## src/rtl/uart_rx_param.sv

```systemverilog
// -----------------------------------------------------------------------------
// uart_rx_param
//
// Parametrised UART receiver. The serial line is oversampled using an external
// baud-tick enable (i_tick, N_OVERSAMPLE pulses per bit period). The receiver
// handles 5..9 data bits (LSB first), an optional even/odd parity bit and one
// or two stop bits. Every received word is delivered together with its parity
// and framing error flags, even when one of the flags is set.
//
// Parameters:
//   NB_DATA      data bits per frame (5..9)
//   N_OVERSAMPLE i_tick pulses per bit period (even, >= 4)
//   PARITY_EN    1 = a parity bit follows the data bits
//   PARITY_ODD   0 = even parity, 1 = odd parity (ignored if PARITY_EN = 0)
//   NB_STOP      number of stop bits (1 or 2)
//
// Ports:
//   i_clk         system clock
//   i_rst         synchronous, active-high reset
//   i_tick        oversample enable from the baud generator, 1-cycle pulse
//   i_rx          asynchronous serial input, idle high
//   o_data        last received word (LSB = first data bit on the line)
//   o_rx_done     1-cycle pulse: o_data and the error flags are new
//   o_parity_err  parity mismatch on the last word
//   o_frame_err   a stop bit was sampled low on the last word
//   o_busy        high while the receiver is not idle
//   o_state       current FSM state, for debug and checker binding
//
// Handshake: o_rx_done is a pure valid strobe with no ready. o_data,
// o_parity_err and o_frame_err are valid in the cycle o_rx_done is high and
// hold their value until the next o_rx_done; the consumer must take the word
// in that cycle or read the held value before the next frame completes.
// -----------------------------------------------------------------------------
module uart_rx_param #(
  parameter int NB_DATA      = 8,
  parameter int N_OVERSAMPLE = 16,
  parameter int PARITY_EN    = 0,
  parameter int PARITY_ODD   = 0,
  parameter int NB_STOP      = 1
) (
  input  logic               i_clk,
  input  logic               i_rst,
  input  logic               i_tick,
  input  logic               i_rx,
  output logic [NB_DATA-1:0] o_data,
  output logic               o_rx_done,
  output logic               o_parity_err,
  output logic               o_frame_err,
  output logic               o_busy,
  output logic [2:0]         o_state
);

  localparam int TW = $clog2(N_OVERSAMPLE);
  localparam int BW = $clog2(NB_DATA + 1);

  // Tick count at which the start bit is at its midpoint, and the tick count
  // one full bit period later (which therefore lands on every later midpoint).
  localparam logic [TW-1:0] TICK_MID = TW'(N_OVERSAMPLE / 2 - 1);
  localparam logic [TW-1:0] TICK_END = TW'(N_OVERSAMPLE - 1);

  localparam logic [BW-1:0] LAST_DATA = BW'(NB_DATA - 1);
  localparam logic [BW-1:0] LAST_STOP = BW'(NB_STOP - 1);

  localparam logic          PAR_ODD_BIT = (PARITY_ODD != 0);
  localparam bit            HAS_PARITY  = (PARITY_EN != 0);

  localparam logic [2:0] S_IDLE   = 3'd0;
  localparam logic [2:0] S_START  = 3'd1;
  localparam logic [2:0] S_DATA   = 3'd2;
  localparam logic [2:0] S_PARITY = 3'd3;
  localparam logic [2:0] S_STOP   = 3'd4;

  logic [2:0]         state;
  logic               rx_meta;
  logic               rx_s;
  logic               armed;
  logic [TW-1:0]      tick_cnt;
  logic [BW-1:0]      bit_cnt;
  logic [NB_DATA-1:0] shift_r;
  logic               par_err_r;
  logic               frame_err_r;

  // Sampling point inside the DATA/PARITY/STOP bit periods.
  logic at_bit_mid;
  assign at_bit_mid = i_tick && (tick_cnt == TICK_END);

  always_ff @(posedge i_clk) begin
    if (i_rst) begin
      state        <= S_IDLE;
      rx_meta      <= 1'b1;
      rx_s         <= 1'b1;
      armed        <= 1'b1;
      tick_cnt     <= '0;
      bit_cnt      <= '0;
      shift_r      <= '0;
      par_err_r    <= 1'b0;
      frame_err_r  <= 1'b0;
      o_data       <= '0;
      o_rx_done    <= 1'b0;
      o_parity_err <= 1'b0;
      o_frame_err  <= 1'b0;
    end else begin
      // Two-flop synchroniser; nothing below looks at i_rx directly.
      rx_meta   <= i_rx;
      rx_s      <= rx_meta;
      o_rx_done <= 1'b0;

      case (state)
        S_IDLE: begin
          // armed only re-asserts once the line has been seen high, so a
          // line held low (break) after a framing error cannot start frames.
          if (rx_s) begin
            armed <= 1'b1;
          end else if (armed) begin
            state    <= S_START;
            tick_cnt <= '0;
            armed    <= 1'b0;
          end
        end

        S_START: begin
          if (i_tick) begin
            if (tick_cnt == TICK_MID) begin
              if (!rx_s) begin
                state       <= S_DATA;
                tick_cnt    <= '0;
                bit_cnt     <= '0;
                par_err_r   <= 1'b0;
                frame_err_r <= 1'b0;
              end else begin
                // Line went back high before the midpoint: a glitch, not a
                // start bit. Leave every output untouched.
                state <= S_IDLE;
              end
            end else begin
              tick_cnt <= tick_cnt + 1'b1;
            end
          end
        end

        S_DATA: begin
          if (at_bit_mid) begin
            // LSB arrives first, so shifting right with the new bit entering
            // at the MSB leaves the first bit in bit 0 after NB_DATA samples.
            shift_r  <= {rx_s, shift_r[NB_DATA-1:1]};
            tick_cnt <= '0;
            if (bit_cnt == LAST_DATA) begin
              bit_cnt <= '0;
              state   <= HAS_PARITY ? S_PARITY : S_STOP;
            end else begin
              bit_cnt <= bit_cnt + 1'b1;
            end
          end else if (i_tick) begin
            tick_cnt <= tick_cnt + 1'b1;
          end
        end

        S_PARITY: begin
          if (at_bit_mid) begin
            // Data bits plus parity bit XOR to 0 for even, 1 for odd parity.
            par_err_r <= ((^shift_r) ^ rx_s) != PAR_ODD_BIT;
            tick_cnt  <= '0;
            state     <= S_STOP;
          end else if (i_tick) begin
            tick_cnt <= tick_cnt + 1'b1;
          end
        end

        S_STOP: begin
          if (at_bit_mid) begin
            tick_cnt <= '0;
            if (bit_cnt == LAST_STOP) begin
              // Final stop sample: publish the word and flags in one go. The
              // current sample is folded straight into the published flag.
              bit_cnt      <= '0;
              state        <= S_IDLE;
              o_data       <= shift_r;
              o_parity_err <= par_err_r;
              o_frame_err  <= frame_err_r | ~rx_s;
              o_rx_done    <= 1'b1;
            end else begin
              bit_cnt     <= bit_cnt + 1'b1;
              frame_err_r <= frame_err_r | ~rx_s;
            end
          end else if (i_tick) begin
            tick_cnt <= tick_cnt + 1'b1;
          end
        end

        default: begin
          state <= S_IDLE;
        end
      endcase
    end
  end

  assign o_busy  = (state != S_IDLE);
  assign o_state = state;

endmodule

```

## config.mk

```make
export PLATFORM = sky130hd
export DESIGN_NAME = uart_rx_param
export DESIGN_NICKNAME = d
export VERILOG_FILES = /design/src/rtl/uart_rx_param.sv
export SDC_FILE = /design/constraint.sdc
export NUM_CORES = 1
export LEC_CHECK = 0
export ABC_AREA = 0
export ABC_CLOCK_PERIOD_IN_PS = 3750
export CORE_MARGIN = 5
export CORE_UTILIZATION = 50
export DETAILED_ROUTE_END_ITERATION = 7
export GPL_ROUTABILITY_DRIVEN = 0
export HOLD_SLACK_MARGIN = 0.1
export PLACE_DENSITY_LB_ADDON = 0.08
export SLEW_MARGIN = 30
export SYNTH_ARGS = -nofsm -noshare
export SYNTH_HDL_FRONTEND = slang
export SYNTH_SLANG_ARGS = --single-unit
```

## constraint.sdc

```tcl
create_clock -name i_clk -period 3.75 [get_ports i_clk]
set_input_delay 0.75 -clock i_clk [delete_from_list [all_inputs] [get_ports i_clk]]
set_output_delay 0.75 -clock i_clk [all_outputs]
set_load 0.005 [all_outputs]
```

==> results of run 1 <==
==> worst register-to-register path: stages (launching register included) <==
cell	delay, ns
dfxtp_1	0.68
nor3b_2	0.67
a22oi_2	0.17
or4_1	0.51
o32ai_1	0.12
==> through the flow <==
stage	instances	util, %
2_1_floorplan	204	-
3_3_place_gp	259	57.55
3_5_place_dp	259	57.55
4_1_cts	267	59.93
5_1_grt	267	59.93
6_report	267	59.93
==> worst min-delay path by stage <==
stage | start | endpoint | slack, ns
2_1_floorplan | rx_meta$_SDFF_PP1_ | rx_s$_SDFF_PP1_ | 0.39
3_3_place_gp | rx_meta$_SDFF_PP1_ | rx_s$_SDFF_PP1_ | 0.39
3_5_place_dp | rx_meta$_SDFF_PP1_ | rx_s$_SDFF_PP1_ | 0.39
4_1_cts | rx_meta$_SDFF_PP1_ | rx_s$_SDFF_PP1_ | 0.42
5_1_grt | rx_meta$_SDFF_PP1_ | rx_s$_SDFF_PP1_ | 0.46
6_report | rx_meta$_SDFF_PP1_ | rx_s$_SDFF_PP1_ | 0.42
==> flip-flops by register name (all words and copies together) (netlist names) <==
signal / count
bit_cnt: 4
o_frame_err: 1
o_rx_done: 1
rx_meta: 1
o_parity_err: 1
frame_err_r: 1
armed: 1
shift_r: 8
par_err_r: 1
tick_cnt: 4
o_data: 8
rx_s: 1
o_state: 3
==> routing by layer <==
layer  share of wire, %  vias to the layer above  track usage [%]
li1                   -                      747                -
met1                 48                      691            20.33
met2                 46                       41            24.34
met3                4.9                        5            3.587
met4                1.1                        0            6.596
met5                  0                        -                0
==> power by group through the flow <==
stage / combinational (W) / sequential (W) / clock [W]
3_3_place_gp: 0.0000346 / 0.000386 / 0
5_1_grt: 0.0000389 / 0.000379 / 0.000293
4_1_cts: 0.0000354 / 0.000378 / 0.000281
2_1_floorplan: 0.0000277 / 0.000384 / 0
6_report: 0.0000355 / 0.000378 / 0.000273
3_5_place_dp: 0.0000353 / 0.000386 / 0
==> placed cells by master (no fill, tap or decap), drive strengths merged, types with 4 or more instances in the layout <==
cell type,count
o211ai,4
inv,8
o21ai,8
nand2,26
xnor2,6
a21oi,21
nand3,12
clkdlybuf4s50,18
clkbuf,5
nand2b,4
nand4,5
mux2i,9
nor2,17
dfxtp,35
or2,4
==> area by class of cell <==
| cell class | instances | area (sq um) | area share (%) |
|---|---|---|---|
| Multi-Input combinational cell | 150 | 982.2 | 47.98 |
| Clock inverter | 3 | 43.79 | 2.139 |
| Tap cell | 46 | 57.56 | 2.812 |
| Sequential cell | 35 | 700.7 | 34.23 |
| Clock buffer | 5 | 37.54 | 1.834 |
| Inverter | 8 | 30.03 | 1.467 |
| Timing Repair Buffer | 20 | 195.2 | 9.535 |
==> logic make-up (layout without fill, tap and decap cells) <==
| logic type | count (synthesis) | count (layout) |
|---|---|---|
| DFF | 35 | 35 |
| adders and majority gates | 3 | 3 |
| AOI/OAI and AO/OA | 43 | 43 |
| xor gates and xnor gates | 8 | 8 |
| and+or+nand+nor | 87 | 87 |
| muxes | 9 | 9 |
| buffers and inverters | 19 | 36 |
==> run_summary.xml, run 1 <==
<?xml version="1.0" encoding="UTF-8"?>
<metrics>
  <group name="clock_network">
    <metric name="htree_levels" unit="">2</metric>
    <metric name="number_of_buffers_created_by_cts" unit="">5</metric>
    <metric name="tritoncts" unit="">done</metric>
    <metric name="clock-sinks" unit="">35</metric>
    <metric name="clk_lat_worst_skew" unit="ns">0.35</metric>
    <metric name="worst_setup_hold_path_clk_slew" unit="ns">0.11</metric>
    <metric name="buffers_from_clock_root_to_sink_at_most" unit="">2</metric>
    <metric name="cts.root.buffer_cell" unit="">clkbuf_4</metric>
    <metric name="post_cts.repair.setup_buffers" unit="">0</metric>
    <metric name="cts_resized" unit="">0</metric>
    <metric name="hold_buffers" unit="">0</metric>
  </group>
  <group name="cells_and_area">
    <metric name="final_area" unit="sq mm">0.002047</metric>
    <metric name="areaGrowthSynthToFinish" unit="%">13.30</metric>
    <metric name="layout.nets" unit="">227</metric>
    <metric name="drive_above_1_share" unit="%">13.57</metric>
    <metric name="antenna_cells" unit="">0</metric>
    <metric name="number_of_fillers_in_the_final_layout" unit="">315</metric>
  </group>
  <group name="logic_synthesis">
    <metric name="synth.top_cells.by_area" unit="">dfxtp_1, a21oi_1, nand2_1, mux2i_1, nor2_1</metric>
    <metric name="area_fraction_of_the_dominant_cell_type_after_synthesis" unit="%">38.78</metric>
    <metric name="synthMostInstantiatedCell" unit="">dfxtp_1</metric>
    <metric name="synth_compound_gate_area_share" unit="%">16.07</metric>
    <metric name="postSynthRegisterBits" unit="">35</metric>
    <metric name="yosys.cell_types.count" unit="">49</metric>
    <metric name="yosys-top-cells-count" unit="">dfxtp_1, nand2_1, a21oi_1</metric>
    <metric name="yosysWarnings" unit="">0</metric>
    <metric name="synth_largest_area_cell" unit="">dfxtp_1</metric>
    <metric name="seq_area_frac_synth" unit="%">38.78</metric>
    <metric name="flip_flop_cell_with_the_highest_count_after_synthesis" unit="">dfxtp_1</metric>
    <metric name="synth-edff-count" unit="">0</metric>
    <metric name="post_synth.cell_area_avg" unit="sq um">8.857</metric>
    <metric name="synth_simple_gate_area_share" unit="%">26.59</metric>
    <metric name="muxShareOfSynthArea" unit="%">4.986</metric>
    <metric name="mappedNetlistNets" unit="">211</metric>
    <metric name="syn-instance-count" unit="">204</metric>
    <metric name="synth_fa_ha_area_share" unit="%">2.078</metric>
    <metric name="netlist_area" unit="sq mm">0.001807</metric>
    <metric name="yosys.area_share.xor_xnor" unit="%">4.640</metric>
    <metric name="async_flop_share" unit="%">0</metric>
    <metric name="synth_top_family_by_area" unit="">simple AND/OR/NAND/NOR gates</metric>
  </group>
  <group name="setup_path">
    <metric name="criticalPathCategory" unit="">flop to output port</metric>
    <metric name="worstSetupEndpoint" unit="">o_busy</metric>
    <metric name="setup.reg_to_reg.worst_slack" unit="ns">1.52</metric>
    <metric name="critical_path_peak_fanout" unit="">14</metric>
    <metric name="slowest_stage" unit="">dfxtp_1</metric>
    <metric name="cp-start-kind" unit="">flop</metric>
    <metric name="max_stage_delay" unit="ns">0.70</metric>
    <metric name="end_kind" unit="">output port</metric>
    <metric name="worst_r2r_startpoint" unit="">o_state[1]$_SDFFE_PP0P_</metric>
    <metric name="worstReg2RegEnd" unit="">bit_cnt[3]$_SDFFE_PP0P_</metric>
    <metric name="cp.required" unit="ns">3.00</metric>
    <metric name="cp_top_family" unit="">buffers and inverters</metric>
    <metric name="critical_path_cell_count" unit="">3</metric>
    <metric name="r2r.worst_path.cells" unit="">4</metric>
    <metric name="timing.critical_path.buf_inv" unit="">2</metric>
    <metric name="critical_path_arrival" unit="ns">1.98</metric>
    <metric name="timing.critical_path.cells" unit="">nor3_2 -&gt; inv_1 -&gt; clkdlybuf4s50_1</metric>
    <metric name="worst_setup_path_startpoint" unit="">o_state[0]$_SDFFE_PP0P_</metric>
  </group>
  <group name="floorplanning">
    <metric name="std_cell_rows" unit="">21</metric>
    <metric name="die_width" unit="um">70.11</metric>
    <metric name="placeableCoreArea" unit="sq mm">0.003416</metric>
    <metric name="die_h" unit="um">70.11</metric>
    <metric name="boundaryPins" unit="">19</metric>
    <metric name="floorplan.initialDensity" unit="%">52.89</metric>
    <metric name="die-area" unit="sq mm">0.004915</metric>
  </group>
  <group name="route">
    <metric name="drc" unit="">0</metric>
    <metric name="routed-via-count" unit="">1484</metric>
    <metric name="avgRoutedWirePerCell" unit="um">13.52</metric>
    <metric name="ant_nets" unit="">0</metric>
    <metric name="drt-vias-per-instance" unit="">5.558</metric>
    <metric name="finalWirelength" unit="um">3611</metric>
    <metric name="first_pass_iters" unit="">4</metric>
    <metric name="detail_route.iter0.violations" unit="">79</metric>
  </group>
  <group name="timing">
    <metric name="final_hold_viol_count" unit="">0</metric>
    <metric name="fmaxAchievable" unit="MHz">366.9</metric>
    <metric name="finalSetupViolations" unit="">0</metric>
    <metric name="finClkSkew" unit="ns">0.01463</metric>
    <metric name="max_slew.worst_pin.slew" unit="ns">0.6783</metric>
    <metric name="post-route-min-period" unit="ns">2.725</metric>
    <metric name="totalNegativeSetupSlack" unit="ns">0</metric>
    <metric name="timing.slew.headroom" unit="%">54.58</metric>
    <metric name="fin_ws" unit="ns">1.025</metric>
    <metric name="timing.final.crit_share" unit="%">72.67</metric>
    <metric name="hold_ws" unit="ns">0.4184</metric>
    <metric name="timing_max_transition_violations_final" unit="">0</metric>
    <metric name="rsz0062_at_grt" unit="">no</metric>
  </group>
  <group name="pwr">
    <metric name="cellInternalPower" unit="W">0.0005302</metric>
    <metric name="comb_power_share" unit="%">5.2</metric>
    <metric name="clock_power_share" unit="%">39.7</metric>
    <metric name="net-switching-power" unit="W">0.0001559</metric>
    <metric name="p_total" unit="W">0.0006861</metric>
    <metric name="power.leakage" unit="nW">0.7765</metric>
    <metric name="peakVddDrop" unit="V">0.0001916</metric>
    <metric name="power.share.sequential" unit="%">55.1</metric>
    <metric name="swShare" unit="%">22.73</metric>
    <metric name="power_density" unit="mW/mm^2">335.2</metric>
  </group>
  <group name="global_route">
    <metric name="largest_net_degree_at_the_start_of_global_routing" unit="">34</metric>
    <metric name="gr-usage-all-layers" unit="%">15.51</metric>
    <metric name="grt_overflow" unit="">0</metric>
    <metric name="first_pass_grt_wire_length" unit="um">6354</metric>
    <metric name="grt_antenna_before_repair" unit="">0</metric>
    <metric name="grt_pass1_vias" unit="">1425</metric>
  </group>
  <group name="hold_path">
    <metric name="tightest_hold_check_type" unit="">flop to flop</metric>
    <metric name="hold_depth" unit="">1</metric>
  </group>
  <group name="status">
    <metric name="outcome" unit="">finished, final reports clean</metric>
  </group>
  <group name="placement">
    <metric name="placement.io_buffers" unit="">18</metric>
    <metric name="placement.setup.worst_slack" unit="ns">0.9823</metric>
    <metric name="placement.cell_area" unit="sq mm">0.001966</metric>
    <metric name="hpwlAfterDp" unit="um">2536</metric>
  </group>
  <group name="job">
    <metric name="max_cap_violations" unit="">0</metric>
  </group>
</metrics>
Power figures use the tool's default switching activity.
==> run 2: changes to the inputs <==
ABC_CLOCK_PERIOD_IN_PS = 2650   (was 3750)
clock period = 2.65 ns   (was 3.75 ns; I/O delays follow)
==> run_summary.xml, run 2 (synthesis gave the netlist of run 1 again) <==
<?xml version="1.0" encoding="UTF-8"?>
<metrics>
  <group name="timing">
    <metric name="max_slew.worst_pin.slew" unit="ns">0.5545</metric>
    <metric name="timing.slew.headroom" unit="%">62.99</metric>
    <metric name="finalSetupViolations" unit="">0</metric>
    <metric name="rsz0062_at_grt" unit="">no</metric>
    <metric name="finClkSkew" unit="ns">0.007302</metric>
    <metric name="totalNegativeSetupSlack" unit="ns">0</metric>
    <metric name="final_hold_viol_count" unit="">0</metric>
    <metric name="post-route-min-period" unit="ns">2.483</metric>
    <metric name="timing.final.crit_share" unit="%">93.70</metric>
    <metric name="fmaxAchievable" unit="MHz">402.7</metric>
    <metric name="timing_max_transition_violations_final" unit="">0</metric>
  </group>
  <group name="setup_path">
    <metric name="max_stage_delay" unit="ns">0.69</metric>
    <metric name="cp.required" unit="ns">2.12</metric>
    <metric name="setup.reg_to_reg.worst_slack" unit="ns">0.58</metric>
    <metric name="end_kind" unit="">output port</metric>
    <metric name="criticalPathCategory" unit="">flop to output port</metric>
    <metric name="critical_path_arrival" unit="ns">1.95</metric>
    <metric name="slowest_stage" unit="">dfxtp_1</metric>
    <metric name="critical_path_peak_fanout" unit="">15</metric>
    <metric name="cp-start-kind" unit="">flop</metric>
    <metric name="timing.critical_path.cells" unit="">nor3_2 -&gt; inv_1 -&gt; clkdlybuf4s50_1</metric>
  </group>
  <group name="cells_and_area">
    <metric name="top_regs" unit="">o_data (8), shift_r (8)</metric>
    <metric name="final_standard_cell_count_with_taps_included_and_fillers_excluded" unit="">269</metric>
    <metric name="areaGrowthSynthToFinish" unit="%">15.24</metric>
    <metric name="layout.nets" unit="">229</metric>
    <metric name="final_common_cell" unit="">dfxtp_1</metric>
    <metric name="number_of_fillers_in_the_final_layout" unit="">317</metric>
    <metric name="drive_above_1_share" unit="%">13.90</metric>
    <metric name="mostFrequentLayoutCells" unit="">dfxtp_1, nand2_1, a21oi_1</metric>
    <metric name="antenna_cells" unit="">0</metric>
  </group>
  <group name="route">
    <metric name="first_pass_iters" unit="">6</metric>
    <metric name="drt-vias-per-instance" unit="">5.576</metric>
    <metric name="detail_route.iter0.violations" unit="">61</metric>
    <metric name="avgRoutedWirePerCell" unit="um">14.13</metric>
    <metric name="drc" unit="">0</metric>
    <metric name="routed-via-count" unit="">1500</metric>
    <metric name="finalWirelength" unit="um">3802</metric>
    <metric name="ant_nets" unit="">0</metric>
  </group>
  <group name="status">
    <metric name="outcome" unit="">finished, final reports clean</metric>
  </group>
  <group name="global_route">
    <metric name="largest_net_degree_at_the_start_of_global_routing" unit="">34</metric>
    <metric name="grt_pass1_vias" unit="">1482</metric>
    <metric name="first_pass_grt_wire_length" unit="um">6486</metric>
    <metric name="grt_antenna_before_repair" unit="">0</metric>
    <metric name="gr-usage-all-layers" unit="%">16.03</metric>
    <metric name="grt_overflow" unit="">0</metric>
  </group>
  <group name="pwr">
    <metric name="power.leakage" unit="nW">0.7934</metric>
    <metric name="peakVddDrop" unit="V">0.0002926</metric>
    <metric name="power_density" unit="mW/mm^2">510.1</metric>
    <metric name="p_total" unit="W">0.001062</metric>
  </group>
  <group name="clock_network">
    <metric name="post_cts.repair.setup_buffers" unit="">0</metric>
    <metric name="clock-sinks" unit="">35</metric>
    <metric name="number_of_buffers_created_by_cts" unit="">5</metric>
    <metric name="htree_levels" unit="">2</metric>
    <metric name="tritoncts" unit="">done</metric>
    <metric name="cts.root.buffer_cell" unit="">clkbuf_4</metric>
    <metric name="worst_setup_hold_path_clk_slew" unit="ns">0.11</metric>
    <metric name="cts_resized" unit="">0</metric>
    <metric name="buffers_from_clock_root_to_sink_at_most" unit="">2</metric>
    <metric name="clk_lat_worst_skew" unit="ns">0.34</metric>
    <metric name="hold_buffers" unit="">0</metric>
  </group>
  <group name="floorplanning">
    <metric name="die_h" unit="um">70.11</metric>
    <metric name="std_cell_rows" unit="">21</metric>
    <metric name="die-area" unit="sq mm">0.004915</metric>
    <metric name="die_width" unit="um">70.11</metric>
    <metric name="boundaryPins" unit="">19</metric>
    <metric name="placeableCoreArea" unit="sq mm">0.003416</metric>
    <metric name="floorplan.initialDensity" unit="%">52.89</metric>
  </group>
  <group name="job">
    <metric name="max_cap_violations" unit="">0</metric>
  </group>
  <group name="placement">
    <metric name="post-place-cells" unit="">261</metric>
    <metric name="placement.io_buffers" unit="">18</metric>
    <metric name="hpwlAfterDp" unit="um">2666</metric>
  </group>
  <group name="hold_path">
    <metric name="tightest_hold_check_type" unit="">flop to flop</metric>
  </group>
</metrics>
-- run 2: cell count changes in the layout (fill, tap and decap cells not counted) --
cell	delta
buf_4	+2
bufinv_16	+1
clkbuf_1	+1
clkinv_2	-1
clkinv_4	-1
-- run 2: path summary, 6_finish.rpt --
path	from	to	cells after the start
max reg2reg	tick_cnt[0]$_SDFFE_PP0P_	bit_cnt[2]$_SDFFE_PP0P_	6
min reg2reg	rx_meta$_SDFF_PP1_	rx_s$_SDFF_PP1_	1
max	o_state[1]$_SDFFE_PP0P_	o_busy	3
min	rx_meta$_SDFF_PP1_	rx_s$_SDFF_PP1_	1
-- run 2: metal layers --
layer | track usage (%) | vias to the layer above | share of wire (%)
met5 | 0 | - | 0
met4 | 7.447 | 0 | 1.6
met3 | 5.022 | 6 | 4.0
met2 | 25.60 | 42 | 49
met1 | 19.58 | 698 | 46
li1 | - | 754 | -
-- run 2: power by group --
group          internal [W]  switching, W
registers          0.000529    0.00000544
logic             0.0000226     0.0000279
clock network      0.000294      0.000182
total              0.000846      0.000216
-- run 2: final cells by class --
cell class                 count  area [sq um]  area share, %
clock inverter                 2         60.06          2.885
inverter                       8         30.03          1.442
timing repair buffer          22         210.2          10.10
tap                           46         57.56          2.764
multi-input combinational    150         982.2          47.18
clock buffer                   6         41.29          1.983
sequential                    35         700.7          33.65
-- run 2: through the flow --
stage / hold WS, ns / setup slack (ns) / area [sq um] / util [%]
finish: 0.4201 / 0.1670 / 2082 / 60.95
global route: 0.4434 / 0.06517 / 2082 / 60.95
CTS: 0.4209 / 0.1642 / 2082 / 60.95
detailed placement: 0.3949 / 0.1197 / 1981 / 57.99
global placement: 0.3925 / 0.2576 / 1981 / 57.99
floorplan: 0.3895 / 0.8646 / 1807 / -
-- run 2: worst max-delay path, delay by kind of cell (launching register included) --
kind | cells | cell delay [ns]
flip-flops | 1 | 0.69
AND/OR/NAND/NOR | 1 | 0.13
buffers and inverters | 2 | 0.78
==> run 3: changes to the inputs <==
CORE_UTILIZATION = 45   (was 50)
GPL_ROUTABILITY_DRIVEN = unset   (was 0)
==> run_summary.xml, run 3 (synthesis gave the netlist of run 1 again) <==
<?xml version="1.0" encoding="UTF-8"?>
<metrics>
  <group name="global_route">
    <metric name="first_pass_grt_wire_length" unit="um">6472</metric>
    <metric name="largest_net_degree_at_the_start_of_global_routing" unit="">34</metric>
    <metric name="grt_overflow" unit="">0</metric>
    <metric name="grt_pass1_vias" unit="">1408</metric>
    <metric name="gr-usage-all-layers" unit="%">15.31</metric>
    <metric name="grt_antenna_before_repair" unit="">0</metric>
  </group>
  <group name="clock_network">
    <metric name="cts_resized" unit="">0</metric>
    <metric name="cts.root.buffer_cell" unit="">clkbuf_8</metric>
    <metric name="buffers_from_clock_root_to_sink_at_most" unit="">2</metric>
    <metric name="worst_setup_hold_path_clk_slew" unit="ns">0.07</metric>
    <metric name="number_of_buffers_created_by_cts" unit="">5</metric>
    <metric name="clock-sinks" unit="">35</metric>
    <metric name="tritoncts" unit="">done</metric>
    <metric name="htree_levels" unit="">2</metric>
    <metric name="clk_lat_worst_skew" unit="ns">0.29</metric>
    <metric name="hold_buffers" unit="">0</metric>
    <metric name="post_cts.repair.setup_buffers" unit="">0</metric>
  </group>
  <group name="setup_path">
    <metric name="cp.required" unit="ns">2.12</metric>
    <metric name="end_kind" unit="">output port</metric>
    <metric name="cp_top_family" unit="">buffers and inverters</metric>
    <metric name="timing.critical_path.buf_inv" unit="">2</metric>
    <metric name="timing.critical_path.cells" unit="">nor3_2 -&gt; inv_1 -&gt; clkdlybuf4s50_1</metric>
    <metric name="cp-start-kind" unit="">flop</metric>
    <metric name="slowest_stage" unit="">dfxtp_1</metric>
    <metric name="critical_path_arrival" unit="ns">1.87</metric>
    <metric name="criticalPathCategory" unit="">flop to output port</metric>
    <metric name="critical_path_peak_fanout" unit="">15</metric>
    <metric name="max_stage_delay" unit="ns">0.67</metric>
  </group>
  <group name="route">
    <metric name="avgRoutedWirePerCell" unit="um">13.76</metric>
    <metric name="finalWirelength" unit="um">3785</metric>
    <metric name="detail_route.iter0.violations" unit="">67</metric>
    <metric name="drc" unit="">0</metric>
    <metric name="routed-via-count" unit="">1500</metric>
    <metric name="drt-vias-per-instance" unit="">5.455</metric>
    <metric name="first_pass_iters" unit="">4</metric>
    <metric name="ant_nets" unit="">0</metric>
  </group>
  <group name="hold_path">
    <metric name="tightest_hold_check_type" unit="">flop to flop</metric>
  </group>
  <group name="timing">
    <metric name="max_slew.worst_pin.slew" unit="ns">0.5503</metric>
    <metric name="timing.final.crit_share" unit="%">90.68</metric>
    <metric name="post-route-min-period" unit="ns">2.403</metric>
    <metric name="finalSetupViolations" unit="">0</metric>
    <metric name="fmaxAchievable" unit="MHz">416.1</metric>
    <metric name="final_hold_viol_count" unit="">0</metric>
    <metric name="timing_max_transition_violations_final" unit="">0</metric>
    <metric name="rsz0062_at_grt" unit="">no</metric>
    <metric name="timing.slew.headroom" unit="%">63.26</metric>
    <metric name="totalNegativeSetupSlack" unit="ns">0</metric>
    <metric name="finClkSkew" unit="ns">0.003616</metric>
  </group>
  <group name="cells_and_area">
    <metric name="top_regs" unit="">o_data (8), shift_r (8)</metric>
    <metric name="layout.nets" unit="">231</metric>
    <metric name="drive_above_1_share" unit="%">14.67</metric>
    <metric name="areaGrowthSynthToFinish" unit="%">15.44</metric>
    <metric name="final_common_cell" unit="">dfxtp_1</metric>
    <metric name="mostFrequentLayoutCells" unit="">dfxtp_1, nand2_1, a21oi_1</metric>
    <metric name="antenna_cells" unit="">0</metric>
  </group>
  <group name="status">
    <metric name="outcome" unit="">finished, final reports clean</metric>
  </group>
  <group name="pwr">
    <metric name="p_total" unit="W">0.0009571</metric>
    <metric name="peakVddDrop" unit="V">0.0003284</metric>
    <metric name="power_density" unit="mW/mm^2">458.9</metric>
    <metric name="power.leakage" unit="nW">0.7910</metric>
  </group>
  <group name="floorplanning">
    <metric name="boundaryPins" unit="">19</metric>
    <metric name="die_width" unit="um">73.37</metric>
    <metric name="floorplan.initialDensity" unit="%">45.83</metric>
    <metric name="placeableCoreArea" unit="sq mm">0.003943</metric>
    <metric name="die_h" unit="um">73.37</metric>
    <metric name="std_cell_rows" unit="">23</metric>
    <metric name="die-area" unit="sq mm">0.005382</metric>
  </group>
  <group name="placement">
    <metric name="gpl.final_weighted_congestion" unit="">0.8978</metric>
    <metric name="hpwlAfterDp" unit="um">2780</metric>
    <metric name="placement.io_buffers" unit="">18</metric>
  </group>
  <group name="job">
    <metric name="max_cap_violations" unit="">0</metric>
  </group>
</metrics>
run 3: cell types whose count changed in the layout (fill, tap and decap cells not counted):
cell        previous run  this run
clkinvlp_4             0         1
clkbuf_4               5         0
clkbuf_8               0         5
bufinv_16              2         0
buf_4                  4         6
clkinv_2               0         1
run 3: worst reg2reg max path, cell delays in order (launching register included):
cell      delay (ns)
dfxtp_1         0.38
ha_1            0.30
nand2_1         0.14
o211ai_2        0.28
o211ai_2        0.21
or4_1           0.51
a21oi_1         0.15
run 3: worst paths after layout:
path | startpoint | to | slack [ns] | cells after the start
worst min-delay path | rx_meta$_SDFF_PP1_ | rx_s$_SDFF_PP1_ | 0.41 | 1
worst max register to register | tick_cnt[0]$_SDFFE_PP0P_ | bit_cnt[2]$_SDFFE_PP0P_ | 0.61 | 6
worst min register to register | rx_meta$_SDFF_PP1_ | rx_s$_SDFF_PP1_ | 0.41 | 1
worst max-delay path | o_state[1]$_SDFFE_PP0P_ | o_busy | 0.25 | 3
run 3: cell type report:
type / count / area, sq um
Clock buffer: 6 / 72.57
Multi-Input combinational cell: 150 / 982.2
Tap cell: 50 / 62.56
Sequential cell: 35 / 700.7
Fill cell: 365 / 1857
Inverter: 8 / 30.03
Clock inverter: 2 / 12.51
Timing Repair Buffer: 24 / 225.2
run 3: through the flow:
step	std cells	hold WS, ns	area (sq um)	utilization, %	setup WS (ns)
5_1_grt	275	0.4202	2086	52.90	0.1536
2_1_floorplan	204	0.3895	1807	-	0.8646
3_3_place_gp	267	0.3951	2001	50.75	0.3481
3_5_place_dp	267	0.3953	2001	50.75	0.3137
6_report	275	0.4104	2086	52.90	0.2470
4_1_cts	275	0.4121	2086	52.90	0.2621
run 3: layer usage:
layer | global-route usage, % | wire length [um]
met5 | 0 | 0
met4 | 4.829 | 52
met1 | 19.71 | 1744
met2 | 24.13 | 1834
met3 | 5.198 | 153
run 3: report_power, final:
part	leakage [nW]	internal, W	switching, W
registers	0.283	0.000529	0.00000532
logic	0.467	0.0000236	0.0000282
clock network	0.0412	0.000183	0.000187
